**src/rtl/spi_reg_peripheral.sv**
```systemverilog
// rtl/spi_reg_peripheral.sv - SPI mode 0 slave with framed command access to a local register bank
// Optional macro SPI_AUTOINC_EN: post-increment the register address after every data byte.
module spi_reg_peripheral #(
  parameter int BYTE_W      = 8,
  parameter int ADDR_W      = 3,
  parameter int SYNC_STAGES = 2
) (
  input  logic                           m_clk,
  input  logic                           rst_n,
  input  logic                           sck_pad,
  input  logic                           csn_pad,
  input  logic                           mosi_pad,
  output logic                           miso_pad,
  output logic                           miso_oe,
  output logic [(2**ADDR_W)*BYTE_W-1:0]  reg_out,
  output logic                           wr_strobe,
  output logic [ADDR_W-1:0]              wr_addr,
  output logic                           frame_done
);
  localparam int NUM_REGS = 2**ADDR_W;
  localparam int CNT_W    = $clog2(BYTE_W);
  localparam int S        = SYNC_STAGES;

  typedef enum logic [2:0] {IDLE, CMD, DATA_WR, DATA_RD, ERR} state_t;

  logic [S-1:0]        sck_sync, csn_sync, mosi_sync, sync_fill;
  logic                sck_rise, sck_fall, csn_rise, csn_fall, mosi_s;
  state_t              state, state_eff;
  logic                armed, err_sticky, byte_done, cmd_bad, active;
  logic [CNT_W-1:0]    bit_cnt, cnt_inc, cnt_eff;
  logic [BYTE_W-2:0]   rx_shift, frame_cnt;
  logic [BYTE_W-1:0]   rx_next, tx_shift, status;
  logic [ADDR_W-1:0]   addr;
  logic [BYTE_W-1:0]   regs [NUM_REGS];

  // sync_fill marks when every synchroniser stage holds a real pad sample rather than a reset value
  always_ff @(posedge m_clk or negedge rst_n) begin
    if (!rst_n) begin
      sck_sync  <= '0;
      csn_sync  <= '1;
      mosi_sync <= '0;
      sync_fill <= '0;
    end else begin
      sck_sync  <= {sck_sync[S-2:0], sck_pad};
      csn_sync  <= {csn_sync[S-2:0], csn_pad};
      mosi_sync <= {mosi_sync[S-2:0], mosi_pad};
      sync_fill <= {sync_fill[S-2:0], 1'b1};
    end
  end

  assign sck_rise = sck_sync[S-2] & ~sck_sync[S-1];
  assign sck_fall = ~sck_sync[S-2] & sck_sync[S-1];
  assign csn_rise = csn_sync[S-2] & ~csn_sync[S-1];
  assign csn_fall = ~csn_sync[S-2] & csn_sync[S-1];
  assign mosi_s   = mosi_sync[S-1];

  // cnt_eff/state_eff reflect this cycle's SCK rise so a simultaneous CSN rise sees the completed byte
  always_comb begin
    rx_next   = {rx_shift, mosi_s};
    status    = {err_sticky, frame_cnt};
    cnt_inc   = (bit_cnt == CNT_W'(BYTE_W-1)) ? '0 : bit_cnt + 1'b1;
    active    = (state == CMD) || (state == DATA_WR) || (state == DATA_RD);
    byte_done = active && sck_rise && (bit_cnt == CNT_W'(BYTE_W-1));
    cmd_bad   = |(rx_next[BYTE_W-2:0] >> ADDR_W);
    cnt_eff   = (active && sck_rise) ? cnt_inc : bit_cnt;
    state_eff = state;
    if (byte_done && state == CMD)
      state_eff = cmd_bad ? ERR : (rx_next[BYTE_W-1] ? DATA_RD : DATA_WR);
  end

  always_ff @(posedge m_clk or negedge rst_n) begin
    if (!rst_n) begin
      state      <= IDLE;
      armed      <= 1'b0;
      bit_cnt    <= '0;
      rx_shift   <= '0;
      tx_shift   <= '0;
      addr       <= '0;
      frame_cnt  <= '0;
      err_sticky <= 1'b0;
      miso_pad   <= 1'b0;
      miso_oe    <= 1'b0;
      wr_strobe  <= 1'b0;
      wr_addr    <= '0;
      frame_done <= 1'b0;
      for (int i = 0; i < NUM_REGS; i++) regs[i] <= '0;
    end else begin
      wr_strobe  <= 1'b0;
      frame_done <= 1'b0;
      if (sync_fill[S-1] && csn_sync[S-1]) armed <= 1'b1;
      if (state == IDLE) begin
        if (csn_fall && armed) begin
          state      <= CMD;
          bit_cnt    <= '0;
          miso_oe    <= 1'b1;
          tx_shift   <= status;
          miso_pad   <= status[BYTE_W-1];
          err_sticky <= 1'b0;
        end
      end else begin
        if (active && sck_rise) begin
          rx_shift <= rx_next[BYTE_W-2:0];
          bit_cnt  <= cnt_inc;
          state    <= state_eff;
          if (byte_done && state == CMD) begin
            addr <= rx_next[ADDR_W-1:0];
            if (cmd_bad) err_sticky <= 1'b1;
          end else if (byte_done && state == DATA_WR) begin
            regs[addr] <= rx_next;
            wr_strobe  <= 1'b1;
            wr_addr    <= addr;
`ifdef SPI_AUTOINC_EN
            addr <= addr + 1'b1;
`endif
          end
        end
        if (active && sck_fall) begin
          if (bit_cnt != '0) begin
            tx_shift <= tx_shift << 1;
            miso_pad <= tx_shift[BYTE_W-2];
          end else if (state == DATA_RD) begin
            tx_shift <= regs[addr];
            miso_pad <= regs[addr][BYTE_W-1];
`ifdef SPI_AUTOINC_EN
            addr <= addr + 1'b1;
`endif
          end else begin
            tx_shift <= '0;
            miso_pad <= 1'b0;
          end
        end
        if (state == ERR) miso_pad <= 1'b0;
        if (csn_rise) begin
          state    <= IDLE;
          miso_oe  <= 1'b0;
          miso_pad <= 1'b0;
          bit_cnt  <= '0;
          if (cnt_eff != '0) begin
            err_sticky <= 1'b1;
          end else if (state_eff == DATA_WR || state_eff == DATA_RD) begin
            frame_done <= 1'b1;
            frame_cnt  <= frame_cnt + 1'b1;
          end
        end
      end
    end
  end

  for (genvar i = 0; i < NUM_REGS; i++) begin : g_reg_out
    assign reg_out[i*BYTE_W +: BYTE_W] = regs[i];
  end

endmodule
```
**config.mk**
```make
export PLATFORM = sky130hd
export DESIGN_NAME = spi_reg_peripheral
export DESIGN_NICKNAME = d
export VERILOG_FILES = /design/src/rtl/spi_reg_peripheral.sv
export SDC_FILE = /design/constraint.sdc
export NUM_CORES = 1
export LEC_CHECK = 0
export CORE_ASPECT_RATIO = 2
export CORE_MARGIN = 2
export CORE_UTILIZATION = 58
export DETAILED_ROUTE_END_ITERATION = 8
export PLACE_DENSITY = 0.86
export SETUP_SLACK_MARGIN = 0.15
export SLEW_MARGIN = 0
export SYNTH_ARGS = -nofsm -noshare
export SYNTH_HDL_FRONTEND = slang
export SYNTH_SLANG_ARGS = --single-unit
```
**constraint.sdc**
```tcl
create_clock -name m_clk -period 5.1 [get_ports m_clk]
set_input_delay 0.765 -clock m_clk [delete_from_list [all_inputs] [get_ports m_clk]]
set_output_delay 0.765 -clock m_clk [all_outputs]
set_load 0.005 [all_outputs]
```
==> impl_results.md <==
- Status: complete, no violations
- Max Buffers Root-to-Sink: 2
- Peak Freq: approximately 0.34 GHz
- # resized after CTS: 0
- Yosys reg bits: about 110
- Main area contributors after synthesis: dfrtp_1 54%, mux2_2 18%, mux4_2 4.5%
- Number of global-route vias before repair: 3695
- Max Slew Vio Count: 0
- Post-CTS setup buffer count: 0
- Drt initial violations: approximately 290
- Setup_tns: 0 ns
- GR Util All Layers: 0.276
- P_int: 0.00141 W
- NetSw: around 0.00052 W
- Fillers: ~600
- Post-synth top cells: 109 x dfrtp_1, 82 x mux2_2, 15 x nand2_1, 15 x nor2_1, 12 x a21oi_1
- Reg2reg setup slack: 2.17 ns
- Starting Density: 0.588
- Cells after synthesis: ~370
- Clock power share: 0.356
- Most frequent cell after synthesis: dfrtp_1
- Synth Area in Compound Gates: 0.0591
- Largest net degree at the start of global routing: 65
- Core area: 0.00853 sq mm
- Synth area leader: dfrtp_1
- Hold/Removal Path Class: reg2reg
- Sequential share of power: 0.543
- Clock Pin Slew Worst Setup and Hold Paths: roughly 0.070 ns
- Crit Path Max Fanout: 12
- Ys Warns: 0
- Area share of the largest cell type after synthesis: 0.544
- Post-DP HPWL: just under 9000 um
- Total global routing overflow: 0
- Clk Latency, worst-skew pair: 0.34 ns
- Hold Buf Count CTS: 0
- Hold depth: 0
- First-pass GRT wire length: between 15000 and 20000 um
- Final hold violations: 0
- Net count after synthesis: between 300 and 400
- Worst hold margin: about 0.36 ns
- Synth Area in Simple Gates: 0.0849
- Via-per-instance ratio: around 6.2
- Power share of the combinational group: 0.102
- Area of the mapped netlist: between 0.005 and 0.006 sq mm
- Worst R2R Start: bit_cnt[0]$_DFFE_PN0P_
- Post-synth EDFFs: 0
- R2R Path End: reg_out[35]$_DFFE_PN0P_
- Die height: about 140 um
- Total of max-cap violations: 0
- Worst setup margin: about 2.2 ns
- Remaining antenna violation count: 0
- Sw Share: 0.270
- DIE WIDTH: approximately 70 um
- Max-slew headroom: 0.303
- CP Data Arrival Time: between 3 and 4 ns
- Post-layout min period: 2.93 ns
- Largest family of logic cells by synthesized area: multiplexers
- IO buf count: 75
- Measured slew at the worst slew-check pin: roughly 1.0 ns
- DP Worst Slack: 2.23 ns
- # diodes: 0
- Remaining DRCs: 0
- Required time worst endpoint: roughly 5.3 ns
- Netlist cell types: 45
- TritonCTS clock tree: done
- Setup CP Type: reg2reg
- Pwr/cell area: ~320 mW/mm^2
- Total CTS buffers: 9
- Drt wl/cell: around 23 um
- DR pass1 iterations: 4
- Multiplexer share of the synthesized area: 0.251
- Clk_skew: roughly 0.007 ns
- Min-Delay Endpoint: mosi_sync[1]$_DFF_PN0_
- Hold_sp: mosi_sync[0]$_DFF_PN0_
- Final setup fails: 0
- Clock Root Buffer: clkbuf_16
- Row count: 48
- Finished Cell Area: between 0.006 and 0.007 sq mm
- Die area: 0.00945 sq mm
- Post-synthesis sequential area ratio: 0.555
- Post-Place Cell Area: slightly below 0.006 sq mm
- IO Count: 76
- P&R area growth vs syn: 21.1%
- Nets: roughly 450
- Post-synth top flop: dfrtp_1
- Sink Count: approximately 110
- Post-synthesis xor/xnor area fraction: 0.0105
- Ys async rst share: 1.00
- GPL Wtd Cong: 0.876
- CP startpoint kind: register
- P_leak: roughly 2.7 nW
- Crit share post-route: 0.574
- Initial antenna violation count: 0
- R2R cell count: 6
- Setup crit end kind: register
- Via count: roughly 3400
- Unrepaired setup endpoints after global routing: no
- Peak supply drop: between 0.2 and 0.3 mV
- Layout cell share with drive strength beyond 1: 0.276
- H-tree depth: 3
- Adder-Cell Fraction of Synth Area: 0.00998
- WL final: between 10000 and 15000 um
- Syn avg cell area: around 13 sq um
[area by class of cell]
type | instances | area, sq um | area share
clock buffers | 11 | 233 | 0.0383
clock inverters | 5 | 58.8 | 0.00969
inverters | 6 | 22.5 | 0.00371
multi-input cells | 232 | 2090 | 0.344
flip-flops and latches | 111 | 2780 | 0.458
well taps | 100 | 125 | 0.0206
repair buffers | 77 | 763 | 0.126
[worst max path at each step]
stage                                 from                  endpoint  slack (ns)
detailed placement  bit_cnt[0]$_DFFE_PN0P_   reg_out[35]$_DFFE_PN0P_        2.23
CTS                 bit_cnt[0]$_DFFE_PN0P_   reg_out[35]$_DFFE_PN0P_        2.19
floorplan           bit_cnt[0]$_DFFE_PN0P_  frame_cnt[1]$_DFFE_PN0P_        2.81
finish              bit_cnt[0]$_DFFE_PN0P_   reg_out[35]$_DFFE_PN0P_        2.17
global placement    bit_cnt[0]$_DFFE_PN0P_   reg_out[36]$_DFFE_PN0P_        2.37
global route        bit_cnt[0]$_DFFE_PN0P_   reg_out[35]$_DFFE_PN0P_        2.05
[cell usage in the layout (no fill, tap or decap), drive strengths merged, types with 2 or more instances in the layout]
cell type and instances:
nand3b 3, nor2b 2, nand4 4, nor2 15, inv 7, dfrtp 109, nor3 8, a22o 4
a21o 2, clkdlybuf4s50 74, buf 3, a221oi 3, a41oi 2, a21oi 12, nor3b 2, mux2 82
nand3 6, mux2i 11, o21ai 7, clkbuf 11, mux4 10, or3 5, clkinvlp 2, nand2 15
o22ai 6, dfstp 2, a31oi 2, and3 5, nand2b 4, ha 4, or2 3, xnor2 5
[metal layers]
| metal | up-vias | global-route usage | wire, um |
|---|---|---|---|
| met1 | 1743 | 0.283 | 4100 |
| met2 | 104 | 0.507 | 7090 |
| li1 | 1473 | - | - |
| met4 | 0 | 0.186 | 784 |
| met3 | 50 | 0.0417 | 406 |
| met5 | - | 0 | 0 |
[cell families after synthesis]
group / count (synthesis)
flops: 111
mux: 103
simple gates: 75
compound gates: 43
buf+inv: 30
xor+xnor: 6
fa+ha+maj: 4
other cells: 1
[stage by stage]
step            util  std cells  power [W]
6_report       0.712        542    0.00193
5_1_grt        0.712        542    0.00201
4_1_cts        0.712        542    0.00194
3_5_place_dp   0.678        526    0.00126
3_3_place_gp   0.678        526    0.00124
2_1_floorplan      -        373    0.00117
[power groups by stage]
stage	clock (W)	combinational [W]	sequential, W
2_1_floorplan	0	0.000185	0.000986
3_3_place_gp	0	0.000189	0.00106
3_5_place_dp	0	0.000194	0.00106
4_1_cts	0.000696	0.000197	0.00105
5_1_grt	0.000732	0.000218	0.00106
6_report	0.000687	0.000197	0.00105
[flip-flops by register name, indices dropped and copies added, names as in the netlist, 2 cells and up]
register and count:
addr 3, bit_cnt 3, csn_sync 2, frame_cnt 7, mosi_sync 2, reg_out 64, rx_shift 7, sck_sync 2
state 3, sync_fill 2, tx_shift 7, wr_addr 3
[critical path, stage by stage, from the launching register on]
cell and delay [ns]:
dfrtp_1 0.42, ha_1 0.19, ha_1 0.17, and4bb_1 0.25, nand3b_1 0.39, nor3_2 0.97, mux2_2 0.42
(Power assumes the default switching activity.)
